`config.mk`:
```
export PLATFORM = sky130hd
export DESIGN_NAME = control_sequencer
export DESIGN_NICKNAME = d
export VERILOG_FILES = /design/src/rtl/seq_pkg.sv /design/src/rtl/microcode_rom.sv /design/src/rtl/control_sequencer.sv
export SDC_FILE = /design/constraint.sdc
export NUM_CORES = 1
export LEC_CHECK = 0
export CAP_MARGIN = 20
export CORE_ASPECT_RATIO = 0.8
export CORE_MARGIN = 3
export CORE_UTILIZATION = 46
export CTS_CLUSTER_SIZE = 40
export DETAILED_ROUTE_END_ITERATION = 7
export HOLD_SLACK_MARGIN = 0.02
export PLACE_DENSITY = 0.84
export SLEW_MARGIN = 20
export SYNTH_ARGS = -nofsm -noshare
export SYNTH_HDL_FRONTEND = slang
export SYNTH_HIERARCHICAL = 1
export SYNTH_SLANG_ARGS = --single-unit
```
`constraint.sdc`:
```
create_clock -name clk -period 2.8 [get_ports clk]
set_input_delay 0.7 -clock clk [delete_from_list [all_inputs] [get_ports clk]]
set_output_delay 0.7 -clock clk [all_outputs]
set_load 0.01 [all_outputs]
```
`src/rtl/seq_pkg.sv`:
```
// Shared constants for the bus computer control sequencer: control word
// bit map, opcodes, FSM states and microstep limits.
package seq_pkg;

    localparam int OPCODE_W  = 4;
    localparam int STEP_W    = 3;
    localparam int MAX_STEPS = 5;
    localparam int CTRL_W    = 18;

    localparam int CTRL_HLT       = 0;
    localparam int CTRL_MAR_IN    = 1;
    localparam int CTRL_RAM_IN    = 2;
    localparam int CTRL_RAM_OUT   = 3;
    localparam int CTRL_IR_OUT    = 4;
    localparam int CTRL_IR_IN     = 5;
    localparam int CTRL_R1_IN     = 6;
    localparam int CTRL_R1_OUT    = 7;
    localparam int CTRL_ALU_OUT   = 8;
    localparam int CTRL_ALU_SUB   = 9;
    localparam int CTRL_R2_IN     = 10;
    localparam int CTRL_OUT_IN    = 11;
    localparam int CTRL_PC_INC    = 12;
    localparam int CTRL_PC_OUT    = 13;
    localparam int CTRL_PC_LOAD   = 14;
    localparam int CTRL_FLAGS_IN  = 15;
    localparam int CTRL_R1_CLR    = 16;
    localparam int CTRL_R2_CLR    = 17;

    localparam logic [OPCODE_W-1:0] OP_NOP = 4'b0000;
    localparam logic [OPCODE_W-1:0] OP_LDA = 4'b0001;
    localparam logic [OPCODE_W-1:0] OP_ADD = 4'b0010;
    localparam logic [OPCODE_W-1:0] OP_SUB = 4'b0011;
    localparam logic [OPCODE_W-1:0] OP_STA = 4'b0100;
    localparam logic [OPCODE_W-1:0] OP_LDI = 4'b0101;
    localparam logic [OPCODE_W-1:0] OP_JMP = 4'b0110;
    localparam logic [OPCODE_W-1:0] OP_JC  = 4'b0111;
    localparam logic [OPCODE_W-1:0] OP_JZ  = 4'b1000;
    localparam logic [OPCODE_W-1:0] OP_OUT = 4'b1110;
    localparam logic [OPCODE_W-1:0] OP_HLT = 4'b1111;

    typedef enum logic [1:0] {
        ST_INIT,
        ST_RUN,
        ST_HALT
    } state_e;

    function automatic logic [CTRL_W-1:0] cbit(input int idx);
        return CTRL_W'(1) << idx;
    endfunction

endpackage

```
`src/rtl/microcode_rom.sv`:
```
// Combinational microcode table: one control word per (opcode, step),
// plus a flag marking the final microstep of the instruction.
module microcode_rom
    import seq_pkg::*;
(
    input  logic [OPCODE_W-1:0] opcode,
    input  logic [STEP_W-1:0]   step,
    input  logic                flag_c,
    input  logic                flag_z,
    output logic [CTRL_W-1:0]   ctrl,
    output logic                last
);

    logic [CTRL_W-1:0] fetch0;
    logic [CTRL_W-1:0] fetch1;
    logic [CTRL_W-1:0] addr_ir;
    logic [CTRL_W-1:0] jump;

    assign fetch0  = cbit(CTRL_PC_OUT) | cbit(CTRL_MAR_IN);
    assign fetch1  = cbit(CTRL_RAM_OUT) | cbit(CTRL_IR_IN)
                   | cbit(CTRL_PC_INC);
    assign addr_ir = cbit(CTRL_IR_OUT) | cbit(CTRL_MAR_IN);
    assign jump    = cbit(CTRL_IR_OUT) | cbit(CTRL_PC_LOAD);

    always_comb begin
        ctrl = '0;
        last = 1'b0;
        case (step)
            3'd0: ctrl = fetch0;
            3'd1: begin
                ctrl = fetch1;
                // Anything without a T2 action ends here (NOP, undefined)
                unique case (1'b1)
                    opcode == OP_LDA,
                    opcode == OP_ADD,
                    opcode == OP_SUB,
                    opcode == OP_STA,
                    opcode == OP_LDI,
                    opcode == OP_JMP,
                    opcode == OP_JC,
                    opcode == OP_JZ,
                    opcode == OP_OUT,
                    opcode == OP_HLT: last = 1'b0;
                    default:          last = 1'b1;
                endcase
            end
            3'd2: begin
                unique case (1'b1)
                    opcode == OP_LDA,
                    opcode == OP_ADD,
                    opcode == OP_SUB,
                    opcode == OP_STA: ctrl = addr_ir;
                    opcode == OP_LDI: begin
                        ctrl = cbit(CTRL_IR_OUT) | cbit(CTRL_R1_IN);
                        last = 1'b1;
                    end
                    opcode == OP_JMP: begin
                        ctrl = jump;
                        last = 1'b1;
                    end
                    opcode == OP_JC: begin
                        ctrl = flag_c ? jump : '0;
                        last = 1'b1;
                    end
                    opcode == OP_JZ: begin
                        ctrl = flag_z ? jump : '0;
                        last = 1'b1;
                    end
                    opcode == OP_OUT: begin
                        ctrl = cbit(CTRL_R1_OUT) | cbit(CTRL_OUT_IN);
                        last = 1'b1;
                    end
                    opcode == OP_HLT: begin
                        ctrl = cbit(CTRL_HLT);
                        last = 1'b1;
                    end
                    default: last = 1'b1;
                endcase
            end
            3'd3: begin
                unique case (1'b1)
                    opcode == OP_LDA: begin
                        ctrl = cbit(CTRL_RAM_OUT) | cbit(CTRL_R1_IN);
                        last = 1'b1;
                    end
                    opcode == OP_ADD,
                    opcode == OP_SUB:
                        ctrl = cbit(CTRL_RAM_OUT) | cbit(CTRL_R2_IN);
                    opcode == OP_STA: begin
                        ctrl = cbit(CTRL_R1_OUT) | cbit(CTRL_RAM_IN);
                        last = 1'b1;
                    end
                    default: last = 1'b1;
                endcase
            end
            3'd4: begin
                last = 1'b1;
                if (opcode == OP_ADD || opcode == OP_SUB) begin
                    ctrl = cbit(CTRL_ALU_OUT) | cbit(CTRL_R1_IN)
                         | cbit(CTRL_FLAGS_IN);
                    if (opcode == OP_SUB) begin
                        ctrl = ctrl | cbit(CTRL_ALU_SUB);
                    end
                end
            end
            default: last = 1'b1;
        endcase
    end

endmodule

```
`src/rtl/control_sequencer.sv`:
```
// Microcoded fetch/execute sequencer for the 8-bit bus computer.
// Optional SEQ_SINGLE_STEP_EN adds a step_req input for manual stepping.
module control_sequencer
    import seq_pkg::*;
(
    input  logic                clk,
    input  logic                clr_n,
    input  logic                run,
`ifdef SEQ_SINGLE_STEP_EN
    input  logic                step_req,
`endif
    input  logic [OPCODE_W-1:0] opcode,
    input  logic                flag_c,
    input  logic                flag_z,
    output logic [CTRL_W-1:0]   ctrl_word,
    output logic [STEP_W-1:0]   step,
    output logic                halted
);

    state_e            state_q, state_d;
    logic [STEP_W-1:0] step_q, step_d;
    logic [CTRL_W-1:0] rom_ctrl;
    logic              rom_last;
    logic [CTRL_W-1:0] ctrl_d;
    logic              adv;
    logic              gate;

`ifdef SEQ_SINGLE_STEP_EN
    assign adv  = run & step_req;
    assign gate = step_req;
`else
    assign adv  = run;
    assign gate = 1'b1;
`endif

    microcode_rom u_rom (
        .opcode (opcode),
        .step   (step_q),
        .flag_c (flag_c),
        .flag_z (flag_z),
        .ctrl   (rom_ctrl),
        .last   (rom_last)
    );

    always_comb begin
        state_d = state_q;
        step_d  = step_q;
        ctrl_d  = '0;
        case (state_q)
            ST_INIT: begin
                ctrl_d = cbit(CTRL_R1_CLR) | cbit(CTRL_R2_CLR);
                if (adv) begin
                    state_d = ST_RUN;
                    step_d  = '0;
                end
            end
            ST_RUN: begin
                ctrl_d = rom_ctrl;
                if (adv) begin
                    if (rom_last || step_q >= STEP_W'(MAX_STEPS - 1)) begin
                        step_d = '0;
                    end else begin
                        step_d = step_q + STEP_W'(1);
                    end
                    if (rom_ctrl[CTRL_HLT]) begin
                        state_d = ST_HALT;
                    end
                end
            end
            ST_HALT: step_d = '0;
            default: begin
                state_d = ST_INIT;
                step_d  = '0;
            end
        endcase
    end

    always_ff @(posedge clk or negedge clr_n) begin
        if (!clr_n) begin
            state_q <= ST_INIT;
            step_q  <= '0;
        end else begin
            state_q <= state_d;
            step_q  <= step_d;
        end
    end

    // Reset, freeze and single-step gaps all blank the strobes
    assign ctrl_word = (clr_n && run && gate) ? ctrl_d : '0;
    assign step      = step_q;
    assign halted    = (state_q == ST_HALT);

endmodule

```
# Word-level counts from Yosys, hierarchy flattened
# Cells that the tools add are included.
# W data, S select, Z words.
# classes
n_addsub,1
n_lt_le_gt_ge,1
n_eq_ne,19
muxes,21
bitwise,1
reduce_logical,10
# op_table
operator,n
$pmux W18 S7,1
$pmux W18 S5,1
$mux W18,2
$pmux W18 S2,1
$pmux W11 S3,1
$mux W15,2
$eq A4 B3 Y1 const B,4
$eq A4 B4 Y1 const B,3
$mux W10,1
$reduce_or A10 Y1,1
$mux W3,3
$eq A4 B2 Y1 const B,2
$eq A3 B2 Y1 const B,2
$mux W2,3
$ne A2 B2 Y1 const B,3
$pmux W2 S3,1
$pmux W3 S2,1
$eq A4 B1 Y1 const B,1
$pmux W1 S4,1
$reduce_and A4 Y1,1
$reduce_or A4 Y1,1
$add A3 B1 Y3 const B,1
$eq A3 B1 Y1 const B,1
$eq A3 B3 Y1 const B,1
other kinds (11),14
# totals
reg_bits,5
input_bits,9
out_inout_bits,22
wordCells,55

# Longest topological paths before layout
# logic_depth
word_depth,8
depth_mapped,7
mapped_depth_nobuf,6

# Hierarchy
# The synthesis kept the hierarchy.
# modules_own_cells
module,instances,cells_per_inst,area_per_inst_um2,seq_area_each_um2
control_sequencer,1,45,429.2,125.1
microcode_rom,1,58,364.1,0.0

# Worst setup path before layout
# OpenSTA, ideal clock, no wires.
# synth_path
path_type,input-to-output
startpoint,in opcode[1]
endpoint,out ctrl_word[0]
arrival_ps,1795
t_required_ps,2100
slack_ps,305
stages,6
path_buffers,1
cell_sequence,buf_4 > inv_1 > or3_1 > nor2_1 > nand3_1 > nor3b_1
# synth_via
elab_chain_cells,6
elab_cells_between_ends,17
classes_between,eq/ne: 10; mux: 5; reduce/logical: 2
# synth_lines
item,line,text
from (decl),control_sequencer.sv:12,"input logic [OPCODE_W-1:0] opcode,"
$eq A4 B3 Y1 (tied with other cells),microcode_rom.sv:52,opcode == OP_STA: ctrl = addr_ir;
$reduce_or A4 Y1 or $logic_or A1 B1 Y1 (tied branches),"microcode_rom.sv:48, microcode_rom.sv:98",
$pmux W18 S7 or $mux W18 (tied branches),"microcode_rom.sv:48, microcode_rom.sv:98",
$pmux W18 S5 *,microcode_rom.sv:28,case (step)
named net rom_ctrl[0],control_sequencer.sv:22,logic [CTRL_W-1:0] rom_ctrl;
$pmux W18 S2 *,control_sequencer.sv:49,case (state_q)
$mux W18 *,control_sequencer.sv:89,assign ctrl_word = (clr_n && run && gate) ? ctrl_d : '0;
to (decl),control_sequencer.sv:15,"output logic [CTRL_W-1:0] ctrl_word,"
# Mark *: on every way through the listed nets, which the timed path passes. The rest lies on a longest branch.

# Worst setup path in the final report
# layout_path
startpoint,in clr_n
endpoint,out ctrl_word[10]
# layout_via
elab_chain_cells,2
# layout_lines
item,line,text
from (decl),control_sequencer.sv:7,"input logic clr_n,"
$logic_and A1 B1 Y1,control_sequencer.sv:89,
$mux W18,control_sequencer.sv:89,
# No other way between the ends.

==> impl_results.md <==
* R2R Setup Slk at 1.09 ns
* Sink Count at 5
* Synth Register Bits at 5
* Clock Root Buffer: clkbuf_4
* Max Clock Skew at 0.00629 ns
* CTS clock-pin slew for the worst setup and hold paths at 0.04 ns
* Top-Level Pins at 31
* Internal power at 319 uW
* Global-route wire length before repair at 3860 um
* Post-synth EDFFs at 0
* Largest net degree at the start of global routing at 15
* Min-Delay Path Class: flop to flop
* Syn Area/Cell at 7.70 um^2
* Endpoints failing hold at 0
* Gr ovfl total at 0
* Seq pwr share at 18.1%
* Net switching power at 229 uW
* Slew Limit Fails at 0
* Final setup margin at 0.0421 ns
* Initial antenna violation count at 0
* Diode count at 0
* RR Startpoint: step[0]$_DFFE_PN0P_
* Primary FF master, synth: dfrtp_1
* Mapped cell area at 793 um^2
* Share of post-route cells with drive strength above 1 at 41.2%
* Area growth syn-to-layout at 55.5%
* Tmin final at 2.76 ns
* Final HPWL DP at 1650 um
* Post-Layout Cell Count at 174
* Core Area at 1500 um^2
* Warnings from Yosys at 6
* FMAX at 363 MHz
* Area of placed instances at 1150 um^2
* Register area share after synthesis at 15.8%
* Post-synth top area share at 15.8%
* Fin nets at 164
* Finished layout cell area at 1230 um^2
* Synth cell types at 41
* Row cnt at 12
* GRT Total Usage at 22.8%
* Die Y at 43.1 um
* Max VDD drop at 586 uV
* Post-CTS Hold Buffers at 0
* GRT busiest layer: met2
* Clock Power Share at 15.1%
* Die X at 52.4 um
* Switching share of power at 41.8%
* Detailed-route DRC error count at 0
* Worst EP required at 2.10 ns
* Critical Path Fanout Max at 6
* Critical path origin: clr_n
* Crit end category: output port
* CTS tree: built
* CP arrival at 2.06 ns
* Final WL at 2580 um
* WL/cell at 14.8 um
* Vias at 937
* Area leader, netlist: dfrtp_1
* Final worst-path cycle share at 98.5%
* GRT met1 Usage at 27.8%
* Outcome: complete, no violations
* Die area at 2260 um^2
* Post-Syn Instances at 103
* Leak at 0.600 nW
* Leading post-synthesis cells by cell area: dfrtp_1 (16%), and2_2 (13%), buf_4 (6.6%)
* Finish-stage setup viols at 0
* DRT Pass-1 Iters at 4
* ANT nets after route at 0
* RD Place Congestion at 0.798
* Max cap viols at 0
* Clk buf depth at 2
* Initial Util at 52.8%
* Port-buffer cells at 30
* Synth async-reset ratio at 100%
* PwrDens at 444 nW/um^2
* Iter 0 DRT Violations at 20
* Clock Latency Late Sink at 0.24 ns
* Post-placement setup slack at -0.540 ns
* Hold path start: step[2]$_DFFE_PN0P_
* Combinational share of power at 66.7%
* M2 GR Usage at 38.4%
* TritonCTS buffer count at 3
* GR Layer Usage met3 at 3.51%
* # fillers at 97
* Vias in the first global route at 881
* Setup crit start kind: input port
* Critical path class: input port to output port
* # H-tree levels at 1
* Vias per cell at 5.39
* Placed Cells incl. Taps at 159
-- synth_stat cells (2+ instances only) --
library cell   n
o31ai_1        2
and2_2        14
nor3_1         3
nand2_1        7
nor3b_1        2
nand2b_1       2
buf_6          3
nor2_1         7
buf_2          3
nand4b_1       2
or3b_2         2
a21oi_1        6
or3_1          4
buf_4          7
and2_1         3
dfrtp_1        5
inv_1          7
-- routing by layer --
layer  part of all wire, %  routed length, um  vias up
li1                      -                  -      450
met3                   5.0                130        6
met1                    41               1060      450
met4                   2.2                 58        0
met2                    52               1330       31
met5                     0                  0        -
-- metrics by stage --
step	TNS (ns)	utilization, %	hold slack (ns)	total power [mW]
floorplan	0	-	0.404	0.328
global placement	-5.60	76.6	0.612	0.436
detailed placement	-6.07	76.6	0.660	0.446
CTS	0	82.8	0.662	0.533
global route	-0.0161	82.2	0.720	0.596
finish	0	82.2	0.674	0.548
-- sequential cells by signal, summed over array words and instances (netlist names) --
register  cells
step          3
state_q       2
-- what timing repair did --
action,4_1_cts,5_1_grt
buffers inserted,8,2
resized for setup,38,22
cloned,1,0
endpoints found under the setup margin,18,11
endpoints found under the hold margin,0,0
pin swaps,6,4
-- area by class of cell --
type / instances / area [um^2] / share of cell area, %
sequential: 5 / 125 / 10.1
clock buffer: 4 / 26.3 / 2.13
timing repair buffer: 58 / 463 / 37.5
tap: 21 / 26.3 / 2.13
multi-input combinational: 79 / 567 / 45.9
inverter: 7 / 26.3 / 2.13
-- worst paths after layout --
kind	end	cells after the start
worst max-delay path	ctrl_word[10]	6
worst min register to register	step[1]$_DFFE_PN0P_	2
worst max register to register	step[0]$_DFFE_PN0P_	5
max in group asynchronous	step[2]$_DFFE_PN0P_	2
worst min-delay path	step[1]$_DFFE_PN0P_	2
min in group asynchronous	step[0]$_DFFE_PN0P_	2
-- worst max-delay path: stages --
cell and delay (ns):
clkdlybuf4s50_1 0.49, and4b_4 0.27, buf_4 0.12, buf_4 0.11
and2_2 0.14, clkdlybuf4s15_1 0.23
-- layout by cell type (no fill, tap or decap), types with 3 or more instances in the layout --
cell type / count
and2_2: 13
and2_1: 3
clkbuf_4: 3
clkdlybuf4s15_1: 5
or3_1: 4
nand2_1: 7
clkbuf_2: 8
nor2_1: 6
nor3_1: 3
a21oi_1: 6
dfrtp_1: 5
dlygate4sd2_1: 7
buf_4: 24
clkdlybuf4s50_1: 7
buf_2: 3
buf_6: 3
inv_1: 7
-- power groups by stage --
stage          logic [mW]  clock network (mW)  registers [mW]
5_1_grt             0.397              0.0965           0.103
3_5_place_dp        0.346                   0           0.100
3_3_place_gp        0.337                   0          0.0991
2_1_floorplan       0.212                   0           0.117
6_report            0.365              0.0828          0.0993
4_1_cts             0.348              0.0859          0.0991
-- logic make-up (layout without fill, tap and decap cells) --
kind of cell	Yosys count	after routing	synth area share (%)
AOI/OAI and AO/OA	18	18	15.9
other	1	2	0.473
xor gates and xnor gates	2	2	2.21
adders and majority gates	1	1	1.58
DFF	5	5	15.8
and+or+nand+nor	56	56	48.0
buffers and inverters	20	69	16.1
Note: power is estimated with default switching activity, not from simulation.
